**config.mk**
```make
export PLATFORM = sky130hd
export DESIGN_NAME = arcade_input_mapper
export DESIGN_NICKNAME = d
export VERILOG_FILES = /design/src/rtl/arcade_input_mapper.sv
export SDC_FILE = /design/constraint.sdc
export NUM_CORES = 1
export LEC_CHECK = 0
export CAP_MARGIN = 20
export CORE_MARGIN = 10
export CORE_UTILIZATION = 50
export DETAILED_ROUTE_END_ITERATION = 12
export PLACE_DENSITY = 0.82
export SLEW_MARGIN = 25
export SYNTH_ARGS = -nofsm -noshare
export SYNTH_HDL_FRONTEND = slang
export SYNTH_SLANG_ARGS = --single-unit
```
**constraint.sdc**
```tcl
create_clock -name clk_sys -period 4.2 [get_ports clk_sys]
set_clock_uncertainty 0.2 [all_clocks]
set_input_delay 0.84 -clock clk_sys [delete_from_list [all_inputs] [get_ports clk_sys]]
set_output_delay 0.84 -clock clk_sys [all_outputs]
set_load 0.05 [all_outputs]
```
**src/rtl/arcade_input_mapper.sv**
```systemverilog
// Player-input front end: PS/2 key decode, pad merge, rotation,
// cabinet routing, coin pulse shaping and auto-fire.
module arcade_input_mapper #(
    parameter int          PLAYERS      = 2,
    parameter logic [15:0] COIN_PULSE   = 16'd6000,
    parameter logic [19:0] AUTOFIRE_DIV = 20'd200000
) (
    input  logic        clk_sys,
    input  logic        reset_n,
    input  logic [10:0] ps2_key,
    input  logic [15:0] joystick_0,
    input  logic [15:0] joystick_1,
    input  logic [1:0]  rotate,
    input  logic        cocktail,
    input  logic        autofire_en,
    output logic [3:0]  p1_dir,
    output logic        p1_fire,
    output logic [3:0]  p2_dir,
    output logic        p2_fire,
    output logic        start1,
    output logic        start2,
    output logic        coin1,
    output logic        coin2
);

    logic       tog_q;
    logic       primed;
    logic       ps2_evt;
    logic       pressed;
    logic [8:0] code;
    logic [7:0] lo;

    logic [3:0] k1_dir;
    logic [3:0] k2_dir;
    logic       k1_fire;
    logic       k2_fire;
    logic       k_start1;
    logic       k_start2;
    logic       k_coin1;
    logic       k_coin2;

    logic m_up, m_dn, m_lf, m_rt, m_fire;
    logic m_s1, m_s2, m_c1, m_c2;
    logic m2_up, m2_dn, m2_lf, m2_rt, m2_fire;

    assign pressed = ps2_key[9];
    assign code    = ps2_key[8:0];
    assign lo      = ps2_key[7:0];
    // The first cycle after reset only captures the toggle bit.
    assign ps2_evt = primed && (ps2_key[10] != tog_q);

    assign m_up    = (lo == 8'h75);
    assign m_dn    = (lo == 8'h72);
    assign m_lf    = (lo == 8'h6B);
    assign m_rt    = (lo == 8'h74);
    assign m_fire  = (code == 9'h029) || (code == 9'h014);
    assign m_s1    = (code == 9'h005) || (code == 9'h016);
    assign m_s2    = (code == 9'h006) || (code == 9'h01E);
    assign m_c1    = (code == 9'h02E);
    assign m_c2    = (code == 9'h036);
    assign m2_up   = (code == 9'h02D);
    assign m2_dn   = (code == 9'h02B);
    assign m2_lf   = (code == 9'h023);
    assign m2_rt   = (code == 9'h034);
    assign m2_fire = (code == 9'h01C);

    always_ff @(posedge clk_sys or negedge reset_n) begin
        if (!reset_n) begin
            tog_q    <= 1'b0;
            primed   <= 1'b0;
            k1_dir   <= 4'b0;
            k2_dir   <= 4'b0;
            k1_fire  <= 1'b0;
            k2_fire  <= 1'b0;
            k_start1 <= 1'b0;
            k_start2 <= 1'b0;
            k_coin1  <= 1'b0;
            k_coin2  <= 1'b0;
        end else begin
            tog_q  <= ps2_key[10];
            primed <= 1'b1;
            if (ps2_evt) begin
                unique case (1'b1)
                    m_up:    k1_dir[3] <= pressed;
                    m_dn:    k1_dir[2] <= pressed;
                    m_lf:    k1_dir[1] <= pressed;
                    m_rt:    k1_dir[0] <= pressed;
                    m_fire:  k1_fire   <= pressed;
                    m_s1:    k_start1  <= pressed;
                    m_s2:    k_start2  <= pressed;
                    m_c1:    k_coin1   <= pressed;
                    m_c2:    k_coin2   <= pressed;
                    m2_up:   k2_dir[3] <= pressed;
                    m2_dn:   k2_dir[2] <= pressed;
                    m2_lf:   k2_dir[1] <= pressed;
                    m2_rt:   k2_dir[0] <= pressed;
                    m2_fire: k2_fire   <= pressed;
                    default: ;
                endcase
            end
        end
    end

    logic [4:0] pad1;
    logic [4:0] pad2;
    logic [3:0] raw1;
    logic [3:0] raw2;
    logic [1:0] fire_m;
    logic [1:0] creq;
    logic       unused_bits;

    assign pad1 = cocktail ? joystick_0[4:0]
                           : (joystick_0[4:0] | joystick_1[4:0]);
    assign pad2 = cocktail ? joystick_1[4:0]
                           : (joystick_0[4:0] | joystick_1[4:0]);
    assign raw1 = k1_dir | pad1[3:0];
    assign raw2 = k2_dir | pad2[3:0];
    assign fire_m[0] = k1_fire | pad1[4];
    assign fire_m[1] = k2_fire | pad2[4];
    assign creq[0] = k_coin1 | joystick_0[7];
    assign creq[1] = k_coin2 | joystick_1[7];

    assign unused_bits = ^{joystick_0[15:8], joystick_1[15:8],
                           joystick_1[6]};

    // Direction vectors are {up, down, left, right}.
    function automatic logic [3:0] rot(input logic [3:0] d,
                                       input logic [1:0] r);
        logic [3:0] o;
        case (r)
            2'd1:    o = {d[1], d[0], d[2], d[3]};
            2'd2:    o = {d[0], d[1], d[3], d[2]};
            default: o = d;
        endcase
        return o;
    endfunction

    logic [1:0]  creq_q;
    logic [1:0]  coin_q;
    logic [15:0] ccnt [2];

    // A slot is idle only once its output has actually dropped.
    always_ff @(posedge clk_sys or negedge reset_n) begin
        if (!reset_n) begin
            creq_q <= 2'b0;
            coin_q <= 2'b0;
            for (int i = 0; i < 2; i++) ccnt[i] <= 16'd0;
        end else begin
            creq_q <= creq;
            for (int i = 0; i < 2; i++) begin
                if (coin_q[i]) begin
                    if (ccnt[i] == 16'd0) coin_q[i] <= 1'b0;
                    else ccnt[i] <= ccnt[i] - 16'd1;
                end else if (primed && creq[i] && !creq_q[i]) begin
                    coin_q[i] <= 1'b1;
                    ccnt[i]   <= COIN_PULSE - 16'd1;
                end
            end
        end
    end

    assign coin1 = coin_q[0];
    assign coin2 = coin_q[1];

    logic [1:0]  fire_q;
    logic [1:0]  phase;
    logic [1:0]  phase_nxt;
    logic [19:0] afcnt [2];
    logic [19:0] afcnt_nxt [2];

    always_comb begin
        for (int i = 0; i < 2; i++) begin
            phase_nxt[i] = phase[i];
            afcnt_nxt[i] = afcnt[i];
            if (!fire_m[i]) begin
                phase_nxt[i] = 1'b0;
                afcnt_nxt[i] = 20'd0;
            end else if (!fire_q[i]) begin
                phase_nxt[i] = 1'b1;
                afcnt_nxt[i] = 20'd0;
            end else if (afcnt[i] == AUTOFIRE_DIV - 20'd1) begin
                phase_nxt[i] = ~phase[i];
                afcnt_nxt[i] = 20'd0;
            end else begin
                afcnt_nxt[i] = afcnt[i] + 20'd1;
            end
        end
    end

    always_ff @(posedge clk_sys or negedge reset_n) begin
        if (!reset_n) begin
            fire_q <= 2'b0;
            phase  <= 2'b0;
            for (int i = 0; i < 2; i++) afcnt[i] <= 20'd0;
        end else begin
            fire_q <= fire_m;
            phase  <= phase_nxt;
            for (int i = 0; i < 2; i++) afcnt[i] <= afcnt_nxt[i];
        end
    end

    logic [1:0] fire_sel;
    assign fire_sel = autofire_en ? phase_nxt : fire_m;

    always_ff @(posedge clk_sys or negedge reset_n) begin
        if (!reset_n) begin
            p1_dir  <= 4'b0;
            p1_fire <= 1'b0;
            p2_dir  <= 4'b0;
            p2_fire <= 1'b0;
            start1  <= 1'b0;
            start2  <= 1'b0;
        end else begin
            p1_dir  <= rot(raw1, rotate);
            p1_fire <= fire_sel[0];
            p2_dir  <= (PLAYERS > 1) ? rot(raw2, rotate) : 4'b0;
            p2_fire <= (PLAYERS > 1) ? fire_sel[1] : 1'b0;
            start1  <= k_start1 | joystick_0[5];
            start2  <= k_start2 | joystick_0[6] | joystick_1[5];
        end
    end

endmodule

```
# Yosys cells after proc, flatten, opt, wreduce, memory -nomap -nowiden
# Cells that the tools add are included.
# totals
ff_bits	108
inputBits	49
# op_classes
muxes	29
bitwise	12
eq_ne	24
n_addsub	4
n_reduce_logical	30
# op_table
cell	count
$mux W20	6
$mux W16	6
$eq A9 B6 Y1 const B	7
$add A20 B1 Y20 const B	2
$eq A20 B18 Y1 const B	2
$eq A9 B5 Y1 const B	4
$eq A8 B7 Y1 const B	4
$logic_not A16 Y1	2
$reduce_and A2 Y1	16
$sub A16 B1 Y16 const B	2
$eq A9 B3 Y1 const B	2
$pmux W4 S2	2
$mux W1	12
$mux W5	2
$or A4 B4 Y4	2
$or A1 B1 Y1	7
$logic_and A1 B1 Y1	5
$or A5 B5 Y5	1
$ne A2 B2 Y1 const B	2
$reduce_bool A2 Y1	2
$logic_or A1 B1 Y1	3
$eq A2 B1 Y1 const B	1
$eq A2 B2 Y1 const B	1
$logic_not A1 Y1	2
other kinds (3)	4

# Logic depth before layout (Yosys ltp)
# Gate-level depths: netlist of the first run.
# logic_depth
ltp_word	5
ltp_mapped	7
ltp_nobuf	6

# Worst setup path after synthesis of the first run
# OpenSTA, ideal clock, no wires.
# synth_path
path_kind	in2reg
startpoint	input port ps2_key[3]
endpoint	register k1_dir[0]
cell_stages	5
setup_slack_ns	1.721
arrival_ns	2.154
required_time_ns	3.875
path_buffers	1
setup_ns	0.125
path_cell_list	clkbuf_1 > nand2b_1 > or3b_2 > nor3_1 > mux2_2
# synth_between
elab_chain_cells	2
# synth_lines
element	line	source
from (decl)	10	input logic [10:0] ps2_key,
$eq A8 B7 Y1	55	assign m_rt = (lo == 8'h74);
$reduce_and A2 Y1 (no line)	-	
to (signal assigned)	87	m_rt: k1_dir[0] <= pressed;
to (decl)	33	logic [3:0] k1_dir;
# Every way passes these cells.
# A chain may end at the register's enable or synchronous reset.

==> impl_results.md, run 1 <==
- Final Max Slew Viols: 0
- Starting density of the core: between 50% and 60%
- Die Ht: around 120 um
- GPL Wtd Cong: 0.824
- CTS root buf: clkbuf_8
- Commonest non-fill, non-tap cell in the layout: dfrtp_1
- Ys flop type: dfrtp_1
- Total grt overflow: 0
- Crit start category: input pin
- Tcrit/Tclk final: 68.1%
- Setup slack at placement: between 900 and 1000 ps
- Post-layout min period: between 2000 and 3000 ps
- Clock Latency Late Sink: around 380 ps
- Setup violators final: 0
- Post-CTS sizing: 0
- Synth area leader: dfrtp_1
- Vias per cell: around 6
- Htree depth: 3
- CTS Sinks: roughly 110
- Max_slew headroom: between 40% and 50%
- Avg Synthesized Cell Area: approximately 10 sq um
- Met3 Routed Length: 535 um
- HPWL after DPL: roughly 8.7 mm
- Max-Cap Viols: 0
- First-pass GRT wire length: about 21 mm
- Antenna violations before repair: 0
- Area growth syn-to-layout: 13.9%
- Core area: 10800 sq um
- Final wirelength: 11.9 mm
- ANT cells: 0
- Net Count, Synth: 608
- Routed len/inst: 16.1 um
- Worst EP arrival: between 2000 and 3000 ps
- CP Capture Type: register
- Total Negative Setup Slacks: 0 ps
- Router iterations before antenna repair: 5
- Non-filler cells, final: 738
- Asr flop ratio synth: between 90% and 100%
- Top sig layer: met4
- Seq cells post-synth: around 110
- Synth Instances: roughly 550
- Vias in the first global route: 4392
- CP Class: in -> reg
- Leading cell types in the layout, fill and taps excluded: dfrtp_1 (108), nor2_1 (48), clkdlybuf4s50_1 (44), nand2_1 (37), nand3_1 (27)
- Die Width: between 100 and 150 um
- Yosys top cell area share: between 40 and 50%
- Register clock-pin slew on the reported worst setup and hold paths: about 100 ps
- Final Hold Vio Count: 0
- Highest clock rate: about 350 MHz
- Drt drc: 0
- Clk buf depth: 2
- Gr usage total: 15.2%
- Site Rows: 38
- Cell Area, Synth: ~5500 sq um
- CTS Hold Buffers Added: 0
- # IOs: 63
- Nets: roughly 650
- Routed vias: between 4000 and 5000
- Max VDD drop: 178 uV
- Final worst slack: 1340 ps
- CP Max Fanout: 11
- CTS tree: built
- DRT iter0 DRCs: ~370
- Run status: complete, no violations
- Final Core Density: between 50% and 60%
- Synth Warn #: 0
- Post-synth EDFFs: 0
- R2R cell count: 6
- Largest net degree at the start of global routing: between 40 and 50
- Post-CTS Repair Setup Buffers: 0
- Area after DPL: ~6100 sq um
- Placed cell count: 722
- Met2 wire len: a little over 6 mm
- Seq/Total Area, Yosys: around half
- # port buffers: between 40 and 50
- # fillers: between 800 and 900
- Layout cells sized above 1: roughly 9%
- CP Data Required Time: between 4000 and 5000 ps
- Post-synth cell types: 58
- Top cells by area, synth: dfrtp_1 (49%), nor2_1 (3.3%), mux2_2 (2.9%)
- PwrDens: between 300 and 400 nW/um^2
- Finished Cell Area: 6280 sq um
- Worst slew pin tran: ~830 ps
- M1 WL: between 5 and 6 mm
- Pleak: 2.45 nW
- CTS Buf Count: 9
- Post-DRT Antenna Nets: 0
- Worst hold path type: in -> async
- RSZ-0062 raised after global routing: false
- Area of the die: 15600 sq um
layer usage:
layer  global-route usage (%)  vias up
met5                        0        -
met4                     5.83        0
met3                     3.08       15
met2                     25.9       96
met1                     18.5     2190
li1                         -     2131
cells by family after synthesis:
logic type | Yosys count | synth area share, %
compound gates | 103 | 12.3
xor+xnor | 24 | 3.81
fa+ha+maj | 6 | 1.36
buf+inv | 41 | 2.88
flops | 108 | 49.0
mux | 29 | 5.58
other cells | 1 | 0.0680
simple gates | 241 | 24.9
power breakdown:
group	leakage, nW	switching (mW)	internal [mW]	total [mW]
sequential	1.35	0.0158	1.06	1.08
combinational	1.00	0.133	0.0775	0.210
clock	0.100	0.363	0.279	0.642
cell usage after synthesis, types with 4 or more instances:
library cell  instances
nand3_1              27
or4_1                15
o211ai_1              8
a21oi_1              22
xor2_1               11
nand2b_1              8
buf_2                 4
and3_1                6
clkbuf_1             13
a211o_1               8
nor4b_1               4
nand2_1              37
ha_1                  6
xnor2_1              13
or2_2                 4
dfrtp_1             108
o21ai_0              24
mux2i_1              15
o31ai_1              13
or3_1                19
mux2_2               14
nor3_1               21
nor4_1               16
a22oi_1               8
nand4_1               9
and4_1                5
inv_1                21
a211oi_1              6
nor2_1               48
worst max-delay path: stages:
cell             delay, ps
clkdlybuf4s50_1        460
clkinv_1               270
a211oi_1               460
inv_1                  120
o211ai_1               390
buf_4                  310
nor2_1                  70
state kept, by name, summed over array words and instances (netlist names), 2 cells and up:
register and flops:
phase 2, ccnt 32, fire_q 2, afcnt 40, k1_dir 4, coin_q 2, p1_dir 4, p2_dir 4
k2_dir 4, creq_q 2
area by class of cell:
class                           instances  area (sq um)  area share [%]
Clock buffer                            9           124            1.97
Clock inverter                          7          73.8            1.18
Inverter                               22          82.6            1.32
Multi-Input combinational cell        404          2650            42.2
Sequential cell                       108          2700            43.0
Tap cell                              140           175            2.79
Timing Repair Buffer                   48           470            7.49
path summary, 6_finish.rpt:
check	startpoint	to	slack, ps
max in group asynchronous	reset_n	ccnt[14]	2710
min	reset_n	afcnt[8]	240
max	cocktail	afcnt[12]	1340
max reg2reg	ccnt[0]	ccnt[1]	1610
min in group clk_sys	k_coin1	creq_q[0]	310
min reg2reg	k_coin1	creq_q[0]	310
metrics by stage:
stage	hold slack (ps)	power [mW]
2_1_floorplan	233	1.21
3_3_place_gp	253	1.30
3_5_place_dp	287	1.31
4_1_cts	247	1.95
5_1_grt	275	2.01
6_report	243	1.93
Note: power is estimated with default switching activity, not from simulation.
==> inputs of run 2 (changes only) <==
--- a/config.mk
+++ b/config.mk
@@ -9,7 +9,7 @@
 export CORE_MARGIN = 10
 export CORE_UTILIZATION = 50
 export DETAILED_ROUTE_END_ITERATION = 12
-export PLACE_DENSITY = 0.82
+export PLACE_DENSITY = 0.85
 export SLEW_MARGIN = 25
 export SYNTH_ARGS = -nofsm -noshare
 export SYNTH_HDL_FRONTEND = slang
==> constraint.sdc (replaced) <==
create_clock -name clk_sys -period 2.3 [get_ports clk_sys]
set_clock_uncertainty 0.2 [all_clocks]
set_input_delay 0.46 -clock clk_sys [delete_from_list [all_inputs] [get_ports clk_sys]]
set_output_delay 0.46 -clock clk_sys [all_outputs]
set_load 0.05 [all_outputs]
==> impl_results.md, run 2 (synthesis gave the netlist of run 1 again) <==
- Run status: complete, no violations
- Worst r2r dst: ccnt[13]
- Gr usage total: approximately 16%
- Finished Cell Area: approximately 6700 sq um
- Register clock-pin slew on the reported worst setup and hold paths: 100 ps
- CP Capture Type: register
- Vias in the first global route: 4733
- # fillers: ~810
- Multi-input combinational cell area: roughly 2700 sq um
- Nets: 690
- Pleak: ~2.7 nW
- Max-Cap Viols: 0
- Highest clock rate: approximately 440 MHz
- Clk buf depth: 2
- Design Power: around 3.6 mW
- Routed len/inst: about 16 um
- Area growth syn-to-layout: 21.0%
- First-pass GRT wire length: between 20 and 25 mm
- # IOs: 63
- Largest register FFs: 40
- HPWL after DPL: between 9 and 10 mm
- Min-delay src: k_coin2
- R2r setup slk: between 40 and 50 ps
- Core area: between 10000 and 15000 sq um
- Htree depth: 3
- Tcrit/Tclk final: 98.1%
- Final Max Slew Viols: 0
- Max VDD drop: around 370 uV
- CP Class: reg -> reg
- CTS Sinks: 108
- CP Data Required Time: roughly 2400 ps
- Leading cell types in the layout, fill and taps excluded: dfrtp_1 (106), nor2_1 (48), buf_4 (44), clkdlybuf4s50_1 (41), nand2_1 (37)
- Reg2reg start: ccnt[3]
- CP Max Fanout: 4
- Area of the die: 15600 sq um
- Site Rows: 38
- Drt drc: 0
- Worst stage delay on the critical path: between 500 and 600 ps
- GPL Wtd Cong: a little under 0.9
- Critical path's slowest cell: or4b_4
- Hold slack final: 283 ps
- Largest net degree at the start of global routing: 47
- R2R cell count: 4
- Crit start category: register
- FF/Latch Area: 2710 sq um
- Final Hold Vio Count: 0
- Post-layout min period: 2260 ps
- DRT iter0 DRCs: approximately 310
- Worst hold path type: reg -> reg
- Max_slew headroom: between 60% and 70%
- Hold Path Sink: creq_q[1]
- ANT cells: 0
- WHS Path Cells: 2
- Total grt overflow: 0
- CTS Buf Count: 9
- Area after DPL: ~6400 sq um
- Router iterations before antenna repair: 5
- Routed vias: 4599
- Layout cells sized above 1: 15.9%
- Die Ht: 125 um
- Final Core Density: 61.8%
- Final wirelength: between 10 and 15 mm
- Most flop-heavy register: afcnt
- Clock Latency Late Sink: about 370 ps
- Post-DRT Antenna Nets: 0
- CTS tree: built
- Antenna violations before repair: 0
- Crit-path cells: or4b_4, or4_4, nor4b_4, mux2i_1
- Worst EP arrival: between 2000 and 2500 ps
- Commonest non-fill, non-tap cell in the layout: dfrtp_1
- Vias per cell: 5.90
- PwrDens: roughly 540 nW/um^2
- Setup violators final: 0
- Starting density of the core: 51.1%
- Worst slew pin tran: around 530 ps
- # port buffers: 45
- CTS root buf: clkbuf_8
- Die Width: around 120 um
- Top Registers: afcnt: 40 flops, ccnt: 32 flops
run 2: cell type report:
type	instances	area share, %
Timing Repair Buffer	90	12.3
Inverter	22	1.24
Clock buffer	12	2.33
Sequential cell	108	40.6
Multi-Input combinational cell	404	40.1
Clock inverter	4	0.844
Tap cell	140	2.63
run 2: metal layers:
layer  up-vias  global-route usage (%)  part of all wire (%)
met2       119                    27.5                    51
met3        19                    4.01                   4.7
li1       2215                       -                     -
met4         0                    5.28                   1.7
met5         -                       0                     0
met1      2246                    19.5                    43
run 2: stage by stage:
stage | setup slack [ps] | std cells | setup TNS, ps
final | 43.8 | 780 | 0
after global routing | -3.29 | 780 | -3.29
after CTS | 3.14 | 778 | 0
after detailed placement | -274 | 761 | -2840
after global placement | -220 | 761 | -1920
after floorplan | 17.3 | 553 | 0
run 2: worst max path at each step:
| stage | endpoint | slack, ps | startpoint |
|---|---|---|---|
| after floorplan | afcnt[38] | 20 | afcnt[20] |
| after global placement | k_start1 | -220 | ps2_key[0] |
| after detailed placement | k2_dir[0] | -270 | ps2_key[10] |
| after CTS | ccnt[13] | 3 | ccnt[4] |
| after global routing | ccnt[13] | -3 | ccnt[2] |
| final | ccnt[13] | 40 | ccnt[3] |
run 2: worst max-delay path: cells and delay by family (launching register included):
kind / cells / cell delay (ps)
mux: 1 / 230
flops: 1 / 430
simple gates: 3 / 1330
run 2: timing repair:
| item | in CTS | in global routing |
|---|---|---|
| resized for setup | 3 | 6 |
| endpoints found under the setup margin | 2 | 7 |
| hold buffers | 1 | 0 |
| buffers inserted | 0 | 2 |
| pin swaps | 1 | 0 |
| hold endpoints to repair | 30 | 0 |
run 2: report_power, final:
group / leakage [nW] / internal (mW) / switching (mW)
sequential: 1.35 / 1.94 / 0.0288
clock: 0.107 / 0.572 / 0.643
combinational: 1.23 / 0.173 / 0.250
==> inputs of run 3 (changes only) <==
--- a/config.mk
+++ b/config.mk
@@ -6,10 +6,10 @@
 export NUM_CORES = 1
 export LEC_CHECK = 0
 export CAP_MARGIN = 20
-export CORE_MARGIN = 10
+export CORE_MARGIN = 3
 export CORE_UTILIZATION = 50
 export DETAILED_ROUTE_END_ITERATION = 12
-export PLACE_DENSITY = 0.85
+export PLACE_DENSITY = 0.71
 export SLEW_MARGIN = 25
 export SYNTH_ARGS = -nofsm -noshare
 export SYNTH_HDL_FRONTEND = slang
==> impl_results.md, run 3 (synthesis gave the netlist of run 1 again) <==
- Router iterations before antenna repair: 4
- ANT cells: 0
- Die Ht: about 110 um
- Final Core Density: a little under two thirds
- RSZ-0062 raised after global routing: false
- Run status: complete, no violations
- # port buffers: between 40 and 50
- Total grt overflow: 0
- Max_slew headroom: between 60% and 70%
- Crit start category: register
- Post-DRT Antenna Nets: 0
- Final wirelength: 11.9 mm
- Max-Cap Viols: 0
- First-pass GRT wire length: slightly above 20 mm
- Die Width: between 100 and 150 um
- Clock Latency Late Sink: ~370 ps
- Site Rows: 37
- Worst hold path type: reg -> reg
- Crit path launch: afcnt[3]
- Most flop-heavy register: afcnt
- DRT iter0 DRCs: roughly 290
- CP Class: reg -> reg
- CTS tree: built
- Final Max Slew Viols: 0
- Antenna violations before repair: 0
- CP Capture Type: register
- Starting density of the core: between 50% and 60%
- Largest net degree at the start of global routing: 38
- Final worst slack: 95.7 ps
- CP Max Fanout: 8
- Gr usage total: 19.8%
- Finished Cell Area: 6710 sq um
- Area growth syn-to-layout: 21.8%
- # IOs: between 60 and 70
- Setup violators final: 0
- Top Registers: afcnt: 40 flops, ccnt: 32 flops
- Post-layout min period: 2200 ps
- Worst slew pin tran: about 530 ps
- Nets: between 600 and 700
- Drt drc: 0
- CTS Sinks: ~110
- PwrDens: about 530 nW/um^2
- Leading cell types in the layout, fill and taps excluded: dfrtp_1 (107), nor2_1 (48), buf_4 (47), clkdlybuf4s50_1 (42), nand2_1 (37)
- Routed len/inst: 15.2 um
- Highest clock rate: ~450 MHz
- GPL Wtd Cong: 0.829
- Pleak: 2.71 nW
- CTS root buf: clkbuf_8
- Reg2reg start: afcnt[3]
- Area of the die: about 12000 sq um
- Worst r2r dst: afcnt[19]
- R2r setup slk: about 96 ps
- Core area: 10500 sq um
- Vias per cell: slightly below 6
- Area after DPL: 6480 sq um
- CTS Buf Count: 9
- Total Negative Setup Slacks: 0 ps
- Register clock-pin slew on the reported worst setup and hold paths: roughly 100 ps
- Setup slack at placement: -241 ps
- Commonest non-fill, non-tap cell in the layout: dfrtp_1
- HPWL after DPL: roughly 9 mm
- Worst EP arrival: 2310 ps
- Final Hold Vio Count: 0
- R2R cell count: 4
- Clk buf depth: 2
- Critical Path End: afcnt[19]
- Layout cells sized above 1: between 10% and 20%
- Max VDD drop: 506 uV
- Routed vias: roughly 4500
- Largest register FFs: 40
- WHS Path Cells: 2
- CP Data Required Time: around 2400 ps
- Htree depth: 3
- Tcrit/Tclk final: about 96%
- Vias in the first global route: 4513
run 3: through the flow:
step / power [mW] / hold slack (ps) / std cells
6_report: 3.57 / 277 / 782
5_1_grt: 3.74 / 311 / 782
4_1_cts: 3.63 / 284 / 782
3_5_place_dp: 2.44 / 262 / 765
3_3_place_gp: 2.43 / 251 / 765
2_1_floorplan: 2.21 / -35.6 / 553
run 3: report_power, final:
part	switching (mW)	internal, mW
Combinational	0.247	0.179
Sequential	0.0270	1.94
Clock	0.611	0.567
run 3: repair_timing:
action / CTS / global route
hold buffers: 1 / 0
resized for setup: 2 / 5
setup buffers: 0 / 0
hold endpoints to repair: 34 / 0
setup endpoints to repair: 2 / 4
run 3: area by class of cell:
| type | instances | area, sq um |
|---|---|---|
| fill | 833 | 3800 |
| sequential | 108 | 2700 |
| multi-input combinational | 404 | 2670 |
| timing repair buffer | 96 | 881 |
| tap | 136 | 170 |
| clock buffer | 13 | 159 |
| inverter | 22 | 82.6 |
| clock inverter | 3 | 43.8 |
run 3: how the worst min path moves through the flow:
stage	slack (ps)	start	endpoint
after global placement	250	k_coin2	creq_q[1]
after CTS	280	k_coin2	creq_q[1]
after global routing	310	k_coin2	creq_q[1]
after detailed placement	260	k_coin2	creq_q[1]
final	280	k_coin2	creq_q[1]
after floorplan	-40	reset_n	afcnt[0]
run 3: critical path: stages, from the launching register on:
cell and delay (ps):
dfrtp_1 460, nand4_4 140, or4_1 670, or4_4 530, a21oi_2 140
run 3: routing by layer:
metal | up-vias | part of all wire (%) | GRT usage (%)
met5 | - | 0 | 0
met4 | 0 | 1.3 | 5.58
li1 | 2228 | - | -
met3 | 15 | 3.0 | 4.04
met1 | 2206 | 44 | 25.2
met2 | 80 | 51 | 34.3
